$ cat src/rtl/decode_stage.sv
// ---------------------------------------------------------------------------
// decode_stage : registered, handshaked RV32 decode stage between fetch and
// execute. Each accepted instruction is decoded combinationally and written
// into a DEPTH-entry output FIFO. The outputs are driven only from the FIFO
// head registers, so there is no combinational path from in_* to out_*, and
// back-pressure from execute never corrupts decoded data.
//
// Optional feature macro: DECODE_RV32M_EN
//   defined   -> R-type funct7 = 0000001 decodes to the RV32M ALU ops
//   undefined -> those encodings are flagged illegal
//
// Parameters
//   XLEN   datapath/PC width (>= 32); immediates are sign-extended to XLEN
//   DEPTH  output FIFO entries (>= 1, any value)
//
// Ports
//   i_clk          clock, rising edge
//   i_rst          asynchronous active-high reset
//   i_flush        drop all buffered entries and the incoming instruction
//   i_in_valid     fetch offers i_in_instr / i_in_pc
//   o_in_ready     stage accepts this cycle
//   i_in_instr     raw 32-bit instruction
//   i_in_pc        instruction PC
//   o_out_valid    head entry valid
//   i_out_ready    execute consumes the head entry
//   o_out_ctrl     decoded control lines (control_signals_t)
//   o_out_imm      sign-extended immediate selected by format
//   o_out_rs1      source register 1 index (raw)
//   o_out_rs2      source register 2 index (raw)
//   o_out_rd       destination register index (raw)
//   o_out_pc       PC of head entry
//   o_out_illegal  head entry is an undecodable instruction
// ---------------------------------------------------------------------------

package decode_pkg;

    typedef enum logic [4:0] {
        OP_ALU_ADD    = 5'd0,
        OP_ALU_SUB    = 5'd1,
        OP_ALU_SLL    = 5'd2,
        OP_ALU_SLT    = 5'd3,
        OP_ALU_SLTU   = 5'd4,
        OP_ALU_XOR    = 5'd5,
        OP_ALU_SRL    = 5'd6,
        OP_ALU_SRA    = 5'd7,
        OP_ALU_OR     = 5'd8,
        OP_ALU_AND    = 5'd9
`ifdef DECODE_RV32M_EN
        ,
        OP_ALU_MUL    = 5'd10,
        OP_ALU_MULH   = 5'd11,
        OP_ALU_MULHSU = 5'd12,
        OP_ALU_MULHU  = 5'd13,
        OP_ALU_DIV    = 5'd14,
        OP_ALU_DIVU   = 5'd15,
        OP_ALU_REM    = 5'd16,
        OP_ALU_REMU   = 5'd17
`endif
    } alu_op_t;

    typedef enum logic [1:0] {
        ALU_RS1_REG  = 2'd0,
        ALU_RS1_ZERO = 2'd1,
        ALU_RS1_PC   = 2'd2
    } alu_rs1_src_t;

    typedef enum logic {
        ALU_REG_OP = 1'b0,
        ALU_IMM_OP = 1'b1
    } alu_rs2_val_t;

    typedef enum logic [1:0] {
        MEM_SKIP_OP  = 2'd0,
        MEM_LOAD_OP  = 2'd1,
        MEM_STORE_OP = 2'd2
    } mem_op_t;

    // PC_REG_DATA writes the link address (pc + 4) for JAL/JALR.
    typedef enum logic [1:0] {
        NO_REG_DATA  = 2'd0,
        ALU_REG_DATA = 2'd1,
        MEM_REG_DATA = 2'd2,
        PC_REG_DATA  = 2'd3
    } reg_file_op_t;

    // Encodings equal the BRANCH funct3 field.
    typedef enum logic [2:0] {
        BR_EQ  = 3'b000,
        BR_NE  = 3'b001,
        BR_LT  = 3'b100,
        BR_GE  = 3'b101,
        BR_LTU = 3'b110,
        BR_GEU = 3'b111
    } branch_op_t;

    // An all-zero value is the NOP used for illegal instructions.
    typedef struct packed {
        alu_op_t      alu_op;
        alu_rs1_src_t alu_rs1_src;
        alu_rs2_val_t alu_rs2_val;
        mem_op_t      mem_op;
        logic [2:0]   mem_size;
        reg_file_op_t reg_file_op;
        logic         branch_enable;
        branch_op_t   branch_op;
        logic         is_jal;
        logic         is_jalr;
    } control_signals_t;

endpackage

module decode_stage
    import decode_pkg::*;
#(
    parameter int XLEN  = 32,
    parameter int DEPTH = 2
) (
    input  logic             i_clk,
    input  logic             i_rst,
    input  logic             i_flush,
    input  logic             i_in_valid,
    output logic             o_in_ready,
    input  logic [31:0]      i_in_instr,
    input  logic [XLEN-1:0]  i_in_pc,
    output logic             o_out_valid,
    input  logic             i_out_ready,
    output control_signals_t o_out_ctrl,
    output logic [XLEN-1:0]  o_out_imm,
    output logic [4:0]       o_out_rs1,
    output logic [4:0]       o_out_rs2,
    output logic [4:0]       o_out_rd,
    output logic [XLEN-1:0]  o_out_pc,
    output logic             o_out_illegal
);

    localparam int PTR_W = (DEPTH > 1) ? $clog2(DEPTH) : 1;
    localparam int CNT_W = $clog2(DEPTH + 1);

    localparam logic [PTR_W-1:0] LAST_PTR  = PTR_W'(DEPTH - 1);
    localparam logic [PTR_W-1:0] PTR_ONE   = PTR_W'(1);
    localparam logic [CNT_W-1:0] DEPTH_CNT = CNT_W'(DEPTH);
    localparam logic [CNT_W-1:0] CNT_ONE   = CNT_W'(1);

    localparam logic [6:0] OPC_LUI    = 7'b0110111;
    localparam logic [6:0] OPC_AUIPC  = 7'b0010111;
    localparam logic [6:0] OPC_JAL    = 7'b1101111;
    localparam logic [6:0] OPC_JALR   = 7'b1100111;
    localparam logic [6:0] OPC_BRANCH = 7'b1100011;
    localparam logic [6:0] OPC_LOAD   = 7'b0000011;
    localparam logic [6:0] OPC_STORE  = 7'b0100011;
    localparam logic [6:0] OPC_OPIMM  = 7'b0010011;
    localparam logic [6:0] OPC_OP     = 7'b0110011;

    typedef struct packed {
        control_signals_t ctrl;
        logic [XLEN-1:0]  imm;
        logic [4:0]       rs1;
        logic [4:0]       rs2;
        logic [4:0]       rd;
        logic [XLEN-1:0]  pc;
        logic             illegal;
    } entry_t;

    logic [6:0]       w_opcode;
    logic [2:0]       w_funct3;
    logic [6:0]       w_funct7;
    logic [31:0]      w_imm_i;
    logic [31:0]      w_imm_s;
    logic [31:0]      w_imm_b;
    logic [31:0]      w_imm_u;
    logic [31:0]      w_imm_j;
    logic [31:0]      w_imm32;
    logic             w_reserved;
    logic             w_illegal;
    control_signals_t w_ctrl;
    entry_t           w_entry;
    entry_t           w_head;
    logic             w_push;
    logic             w_pop;

    entry_t           r_mem [DEPTH];
    logic [PTR_W-1:0] r_head;
    logic [PTR_W-1:0] r_tail;
    logic [CNT_W-1:0] r_count;

    assign w_opcode = i_in_instr[6:0];
    assign w_funct3 = i_in_instr[14:12];
    assign w_funct7 = i_in_instr[31:25];

    assign w_imm_i = {{20{i_in_instr[31]}}, i_in_instr[31:20]};
    assign w_imm_s = {{20{i_in_instr[31]}}, i_in_instr[31:25], i_in_instr[11:7]};
    assign w_imm_b = {{19{i_in_instr[31]}}, i_in_instr[31], i_in_instr[7],
                      i_in_instr[30:25], i_in_instr[11:8], 1'b0};
    assign w_imm_u = {i_in_instr[31:12], 12'b0};
    assign w_imm_j = {{11{i_in_instr[31]}}, i_in_instr[31], i_in_instr[19:12],
                      i_in_instr[20], i_in_instr[30:21], 1'b0};

    // Opcode / funct decode. Reserved encodings only raise w_reserved here;
    // the NOP override is applied once when the FIFO entry is assembled.
    always_comb begin
        w_ctrl     = '0;
        w_imm32    = '0;
        w_reserved = 1'b0;
        case (w_opcode)
            OPC_OP: begin
                w_ctrl.reg_file_op = ALU_REG_DATA;
                case (w_funct7)
                    7'b0000000: begin
                        case (w_funct3)
                            3'b000:  w_ctrl.alu_op = OP_ALU_ADD;
                            3'b001:  w_ctrl.alu_op = OP_ALU_SLL;
                            3'b010:  w_ctrl.alu_op = OP_ALU_SLT;
                            3'b011:  w_ctrl.alu_op = OP_ALU_SLTU;
                            3'b100:  w_ctrl.alu_op = OP_ALU_XOR;
                            3'b101:  w_ctrl.alu_op = OP_ALU_SRL;
                            3'b110:  w_ctrl.alu_op = OP_ALU_OR;
                            default: w_ctrl.alu_op = OP_ALU_AND;
                        endcase
                    end
                    7'b0100000: begin
                        case (w_funct3)
                            3'b000:  w_ctrl.alu_op = OP_ALU_SUB;
                            3'b101:  w_ctrl.alu_op = OP_ALU_SRA;
                            default: w_reserved = 1'b1;
                        endcase
                    end
`ifdef DECODE_RV32M_EN
                    7'b0000001: begin
                        case (w_funct3)
                            3'b000:  w_ctrl.alu_op = OP_ALU_MUL;
                            3'b001:  w_ctrl.alu_op = OP_ALU_MULH;
                            3'b010:  w_ctrl.alu_op = OP_ALU_MULHSU;
                            3'b011:  w_ctrl.alu_op = OP_ALU_MULHU;
                            3'b100:  w_ctrl.alu_op = OP_ALU_DIV;
                            3'b101:  w_ctrl.alu_op = OP_ALU_DIVU;
                            3'b110:  w_ctrl.alu_op = OP_ALU_REM;
                            default: w_ctrl.alu_op = OP_ALU_REMU;
                        endcase
                    end
`endif
                    default: w_reserved = 1'b1;
                endcase
            end
            OPC_OPIMM: begin
                w_ctrl.reg_file_op = ALU_REG_DATA;
                w_ctrl.alu_rs2_val = ALU_IMM_OP;
                w_imm32            = w_imm_i;
                case (w_funct3)
                    3'b000: w_ctrl.alu_op = OP_ALU_ADD;
                    3'b010: w_ctrl.alu_op = OP_ALU_SLT;
                    3'b011: w_ctrl.alu_op = OP_ALU_SLTU;
                    3'b100: w_ctrl.alu_op = OP_ALU_XOR;
                    3'b110: w_ctrl.alu_op = OP_ALU_OR;
                    3'b111: w_ctrl.alu_op = OP_ALU_AND;
                    3'b001: begin
                        w_ctrl.alu_op = OP_ALU_SLL;
                        w_reserved    = (w_funct7 != 7'b0000000);
                    end
                    default: begin
                        // Shift-right flavour comes from instr[30]; the
                        // remaining funct7 bits must be zero.
                        w_ctrl.alu_op = i_in_instr[30] ? OP_ALU_SRA : OP_ALU_SRL;
                        w_reserved    = ({w_funct7[6], w_funct7[4:0]} != 6'b0);
                    end
                endcase
            end
            OPC_LOAD: begin
                w_ctrl.alu_rs2_val = ALU_IMM_OP;
                w_ctrl.mem_op      = MEM_LOAD_OP;
                w_ctrl.mem_size    = w_funct3;
                w_ctrl.reg_file_op = MEM_REG_DATA;
                w_imm32            = w_imm_i;
                w_reserved         = (w_funct3 == 3'b011) || (w_funct3 == 3'b110) ||
                                     (w_funct3 == 3'b111);
            end
            OPC_STORE: begin
                w_ctrl.alu_rs2_val = ALU_IMM_OP;
                w_ctrl.mem_op      = MEM_STORE_OP;
                w_ctrl.mem_size    = w_funct3;
                w_imm32            = w_imm_s;
                w_reserved         = (w_funct3[2] || (w_funct3[1:0] == 2'b11));
            end
            OPC_BRANCH: begin
                w_ctrl.branch_enable = 1'b1;
                w_ctrl.branch_op     = branch_op_t'(w_funct3);
                w_imm32              = w_imm_b;
                w_reserved           = (w_funct3[2:1] == 2'b01);
            end
            OPC_JAL: begin
                w_ctrl.is_jal      = 1'b1;
                w_ctrl.alu_rs1_src = ALU_RS1_PC;
                w_ctrl.alu_rs2_val = ALU_IMM_OP;
                w_ctrl.reg_file_op = PC_REG_DATA;
                w_imm32            = w_imm_j;
            end
            OPC_JALR: begin
                w_ctrl.is_jalr     = 1'b1;
                w_ctrl.alu_rs2_val = ALU_IMM_OP;
                w_ctrl.reg_file_op = PC_REG_DATA;
                w_imm32            = w_imm_i;
                w_reserved         = (w_funct3 != 3'b000);
            end
            OPC_LUI: begin
                w_ctrl.alu_rs1_src = ALU_RS1_ZERO;
                w_ctrl.alu_rs2_val = ALU_IMM_OP;
                w_ctrl.reg_file_op = ALU_REG_DATA;
                w_imm32            = w_imm_u;
            end
            OPC_AUIPC: begin
                w_ctrl.alu_rs1_src = ALU_RS1_PC;
                w_ctrl.alu_rs2_val = ALU_IMM_OP;
                w_ctrl.reg_file_op = ALU_REG_DATA;
                w_imm32            = w_imm_u;
            end
            default: w_reserved = 1'b1;
        endcase
    end

    assign w_illegal = w_reserved || (i_in_instr[1:0] != 2'b11);

    // Illegal entries carry a NOP control word and a zero immediate;
    // register indices and PC always pass through untouched.
    always_comb begin
        w_entry.ctrl    = w_illegal ? control_signals_t'('0) : w_ctrl;
        w_entry.imm     = w_illegal ? '0 : XLEN'($signed(w_imm32));
        w_entry.rs1     = i_in_instr[19:15];
        w_entry.rs2     = i_in_instr[24:20];
        w_entry.rd      = i_in_instr[11:7];
        w_entry.pc      = i_in_pc;
        w_entry.illegal = w_illegal;
    end

    function automatic logic [PTR_W-1:0] nextPtr(input logic [PTR_W-1:0] p);
        return (p == LAST_PTR) ? '0 : p + PTR_ONE;
    endfunction

    assign o_out_valid = (r_count != '0);
    assign o_in_ready  = (r_count < DEPTH_CNT) && !i_flush;
    assign w_push      = i_in_valid && o_in_ready;
    assign w_pop       = o_out_valid && i_out_ready && !i_flush;

    // FIFO storage and pointers. Entries are cleared on reset so that every
    // data output reads zero while reset is held.
    always_ff @(posedge i_clk or posedge i_rst) begin
        if (i_rst) begin
            r_head  <= '0;
            r_tail  <= '0;
            r_count <= '0;
            for (int i = 0; i < DEPTH; i++) begin
                r_mem[i] <= '0;
            end
        end else if (i_flush) begin
            r_head  <= '0;
            r_tail  <= '0;
            r_count <= '0;
        end else begin
            if (w_push) begin
                r_mem[r_tail] <= w_entry;
                r_tail        <= nextPtr(r_tail);
            end
            if (w_pop) begin
                r_head <= nextPtr(r_head);
            end
            case ({w_push, w_pop})
                2'b10:   r_count <= r_count + CNT_ONE;
                2'b01:   r_count <= r_count - CNT_ONE;
                default: r_count <= r_count;
            endcase
        end
    end

    assign w_head        = r_mem[r_head];
    assign o_out_ctrl    = w_head.ctrl;
    assign o_out_imm     = w_head.imm;
    assign o_out_rs1     = w_head.rs1;
    assign o_out_rs2     = w_head.rs2;
    assign o_out_rd      = w_head.rd;
    assign o_out_pc      = w_head.pc;
    assign o_out_illegal = w_head.illegal;

endmodule

$ cat config.mk
export PLATFORM = sky130hd
export DESIGN_NAME = decode_stage
export DESIGN_NICKNAME = d
export VERILOG_FILES = /design/src/rtl/decode_stage.sv
export SDC_FILE = /design/constraint.sdc
export NUM_CORES = 1
export LEC_CHECK = 0
export ABC_CLOCK_PERIOD_IN_PS = 12000
export BUFFER_PORTS_ARGS = -buffer_cell sky130_fd_sc_hd__buf_4
export CORE_MARGIN = 2
export CORE_UTILIZATION = 35
export DETAILED_ROUTE_END_ITERATION = 16
export GPL_TIMING_DRIVEN = 0
export PLACE_DENSITY = 0.53
export SLEW_MARGIN = 20
export SYNTH_ARGS = -nofsm -noshare
export SYNTH_HDL_FRONTEND = slang
export SYNTH_SLANG_ARGS = --single-unit
export TNS_END_PERCENT = 30
$ cat constraint.sdc
create_clock -name i_clk -period 12 [get_ports i_clk]
set_input_delay 0.6 -clock i_clk [delete_from_list [all_inputs] [get_ports i_clk]]
set_output_delay 0.6 -clock i_clk [all_outputs]
set_load 0.01 [all_outputs]
==> results.md <==
* Minimum clock period at 3.21 ns
* Post-synth top area cell: dfrtp_1
* Net Sw Frac at 0.277
* Clk Latency, worst-skew pair at 0.52 ns
* CTS tree: yes
* Die Area at 28,300 sq um
* Initial antenna violation count at 0
* Psw at 505 uW
* Hold_buf cts at 0
* Period utilization at 0.268
* Vias at 7,857
* Cell Area, Synth at 9450 sq um
* Hpwl dp at 19,800 microns
* Overall Power at 1820 uW
* Clock power frac at 0.373
* Avg WL per Cell at 18.2 microns
* Fin util at 0.447
* Clock root cell: clkbuf_16
* Vias in the first global route at 7,864
* Buffers on Ports at 169
* Share of the synthesized area in the top cell type at 0.540
* Combinational Power Share at 0.179
* Count leader, synth: nand2_1
* Starting density of the core at 0.354
* VDD IR max at 79.5 uV
* Layout area overhead at 26.2%
* CTS Sinks at 204
* Power per cell area at 153 nW/um^2
* M1 WL at 13,100 microns
* Met3 wire len at 1800 microns
* Crit Path Category: register to output port
* Dpl cells at 1,533
* Clock-pin slew on the worst setup and hold paths at 0.06 ns
* Vias/cell at 4.99
* Final std cells w/o fill at 1,574
* Final Hold Viols at 0
* Diode count at 0
* Syn avg cell area at 9.26 sq um
* Total internal power at 1320 uW
* Crit path launch type: register
* Gr usage total at 0.200
* Inserted Clock Buffers at 24
* CP arrival at 2.61 ns
* Cells taking the most area after synthesis: dfrtp_1, nand2_1, mux2_2
* Design area at 11,900 sq um
* Final setup violation count at 0
* PostCTS Resize Cnt at 0
* Nets at 1,287
* WL met2 at 13,400 microns
* Worst Path Max Fanout at 10
* P_leak at 0.00583 uW
* Largest net degree at the start of global routing at 98
* Total gr overflow at 0
* CP required at 11.40 ns
* Maxcap violations at 0
* Number of synthesized flops with an enable pin at 0
* Synthesized flop and latch total at 204
* Sum Neg Setup Slack at 0 ns
* Die width at 168 microns
* Initial DRC count at 505
* Worst-Margin Slew at 1.07 ns
* Htree depth at 1
* Count of mapped cells out of synthesis at 1,021
* Die height at 168 microns
* Synthesis warning total at 0
* Max Fclk at 311 MHz
* Top_reg_cell synth: dfrtp_1
* Slew Viols, Final at 0
* IO Pins at 172
* 1st-pass router iterations at 5
* Asr flop ratio synth at 1.00
* Commonest cells in the synthesized netlist: nand2_1, dfrtp_1, mux2_2
* Syn nets at 1,090
* Crit path capture type: output port
* Layout cells sized above 1 at 0.268
* DP Area at 11,200 sq um
* Drt drc at 0
* Postcts setup bufs at 0
* RSZ-0062 raised after global routing: false
* CTS max path bufs at 3
* GPL Wtd Cong at 0.835
* Sequential share of power at 0.448
* # rows at 60
* R2r setup slk at 9.52 ns
* HP Class: primary input to async pin
* Status: completed
* Highest routed layer: met4
* Clock skew at 0.00726 ns
* Post-Route WL at 28,700 microns
* Post-synthesis sequential area ratio at 0.540
* Synth cell types at 51
* Max-slew headroom at 0.287
* Core footprint at 26,700 sq um
* Remaining antenna violation count at 0
* Global-route wire length before repair at 44,700 microns
[metal layers]
layer,track usage,up-vias
met5,0,-
met3,0.0400,33
met1,0.276,3852
li1,-,3781
met2,0.328,191
met4,0.0442,0
[cells by family (layout without fill, tap and decap cells)]
family | after synthesis | after routing | synth area share
XOR/XNOR | 3 | 3 | 0.00278
other | 1 | 1 | 0.000397
flip-flops | 204 | 204 | 0.540
multiplexers | 100 | 100 | 0.119
AND/OR/NAND/NOR | 469 | 469 | 0.203
AO/OA/AOI/OAI | 171 | 171 | 0.103
buffers and inverters | 73 | 285 | 0.0320
[registers in the layout (all words and copies together) (netlist names)]
signal and flops:
r_tail 1, r_mem 200, r_head 1, r_count 2
[cell type report]
cell class,instances,area [sq um]
fillers,2661,14800
flip-flops and latches,204,5100
multi-input cells,744,4050
repair buffers,171,1320
clock buffers,34,679
well taps,341,427
plain buffers,64,269
clock inverters,7,42.5
inverters,9,41.3
[power by group through the flow]
| stage | logic [uW] | registers (uW) | clock network, uW |
|---|---|---|---|
| floorplan | 194 | 814 | 0 |
| global placement | 325 | 825 | 0 |
| detailed placement | 330 | 827 | 0 |
| CTS | 332 | 815 | 700 |
| global route | 363 | 826 | 733 |
| finish | 326 | 815 | 680 |
[critical path, cell delays in order (launching register included)]
cell	delay [ns]
dfrtp_1	0.37
clkbuf_1	0.53
clkbuf_1	0.61
mux2_2	0.43
buf_4	0.15
[worst paths after layout]
path                                  from  cells after the start            end
worst max-delay path                r_head                      4  o_out_imm[23]
worst min-delay path                 i_rst                      2     r_mem[119]
worst max register to register  r_count[1]                      5      r_mem[94]
worst min register to register   r_mem[39]                      2      r_mem[39]
max in group asynchronous            i_rst                      4      r_mem[72]
min in group i_clk                 i_flush                      2     r_count[1]
[cells in the final DEF, fill, tap and decap left out, types with 4 or more instances in the layout]
cell       instances
o21ai_1           34
mux2_2            99
nand4_2            4
clkbuf_16         25
inv_1              8
nor3_1             4
a22oi_1            4
nand3_1            9
buf_4            172
clkinv_2           4
and3_1             5
o21ai_0           80
a21oi_1           28
dfrtp_1          204
clkbuf_1          51
nand2b_1           7
nand2_1          404
a22o_1             6
nor2_1            16
buf_2             13
[metrics by stage]
stage / worst slack (ns) / hold slack [ns]
floorplan: 5.83 / 0.438
global placement: 3.11 / 0.452
detailed placement: 9.18 / 0.457
CTS: 8.72 / 0.0348
global route: 8.63 / 0.0503
finish: 8.79 / 0.0445
Power figures use the tool's default switching activity.
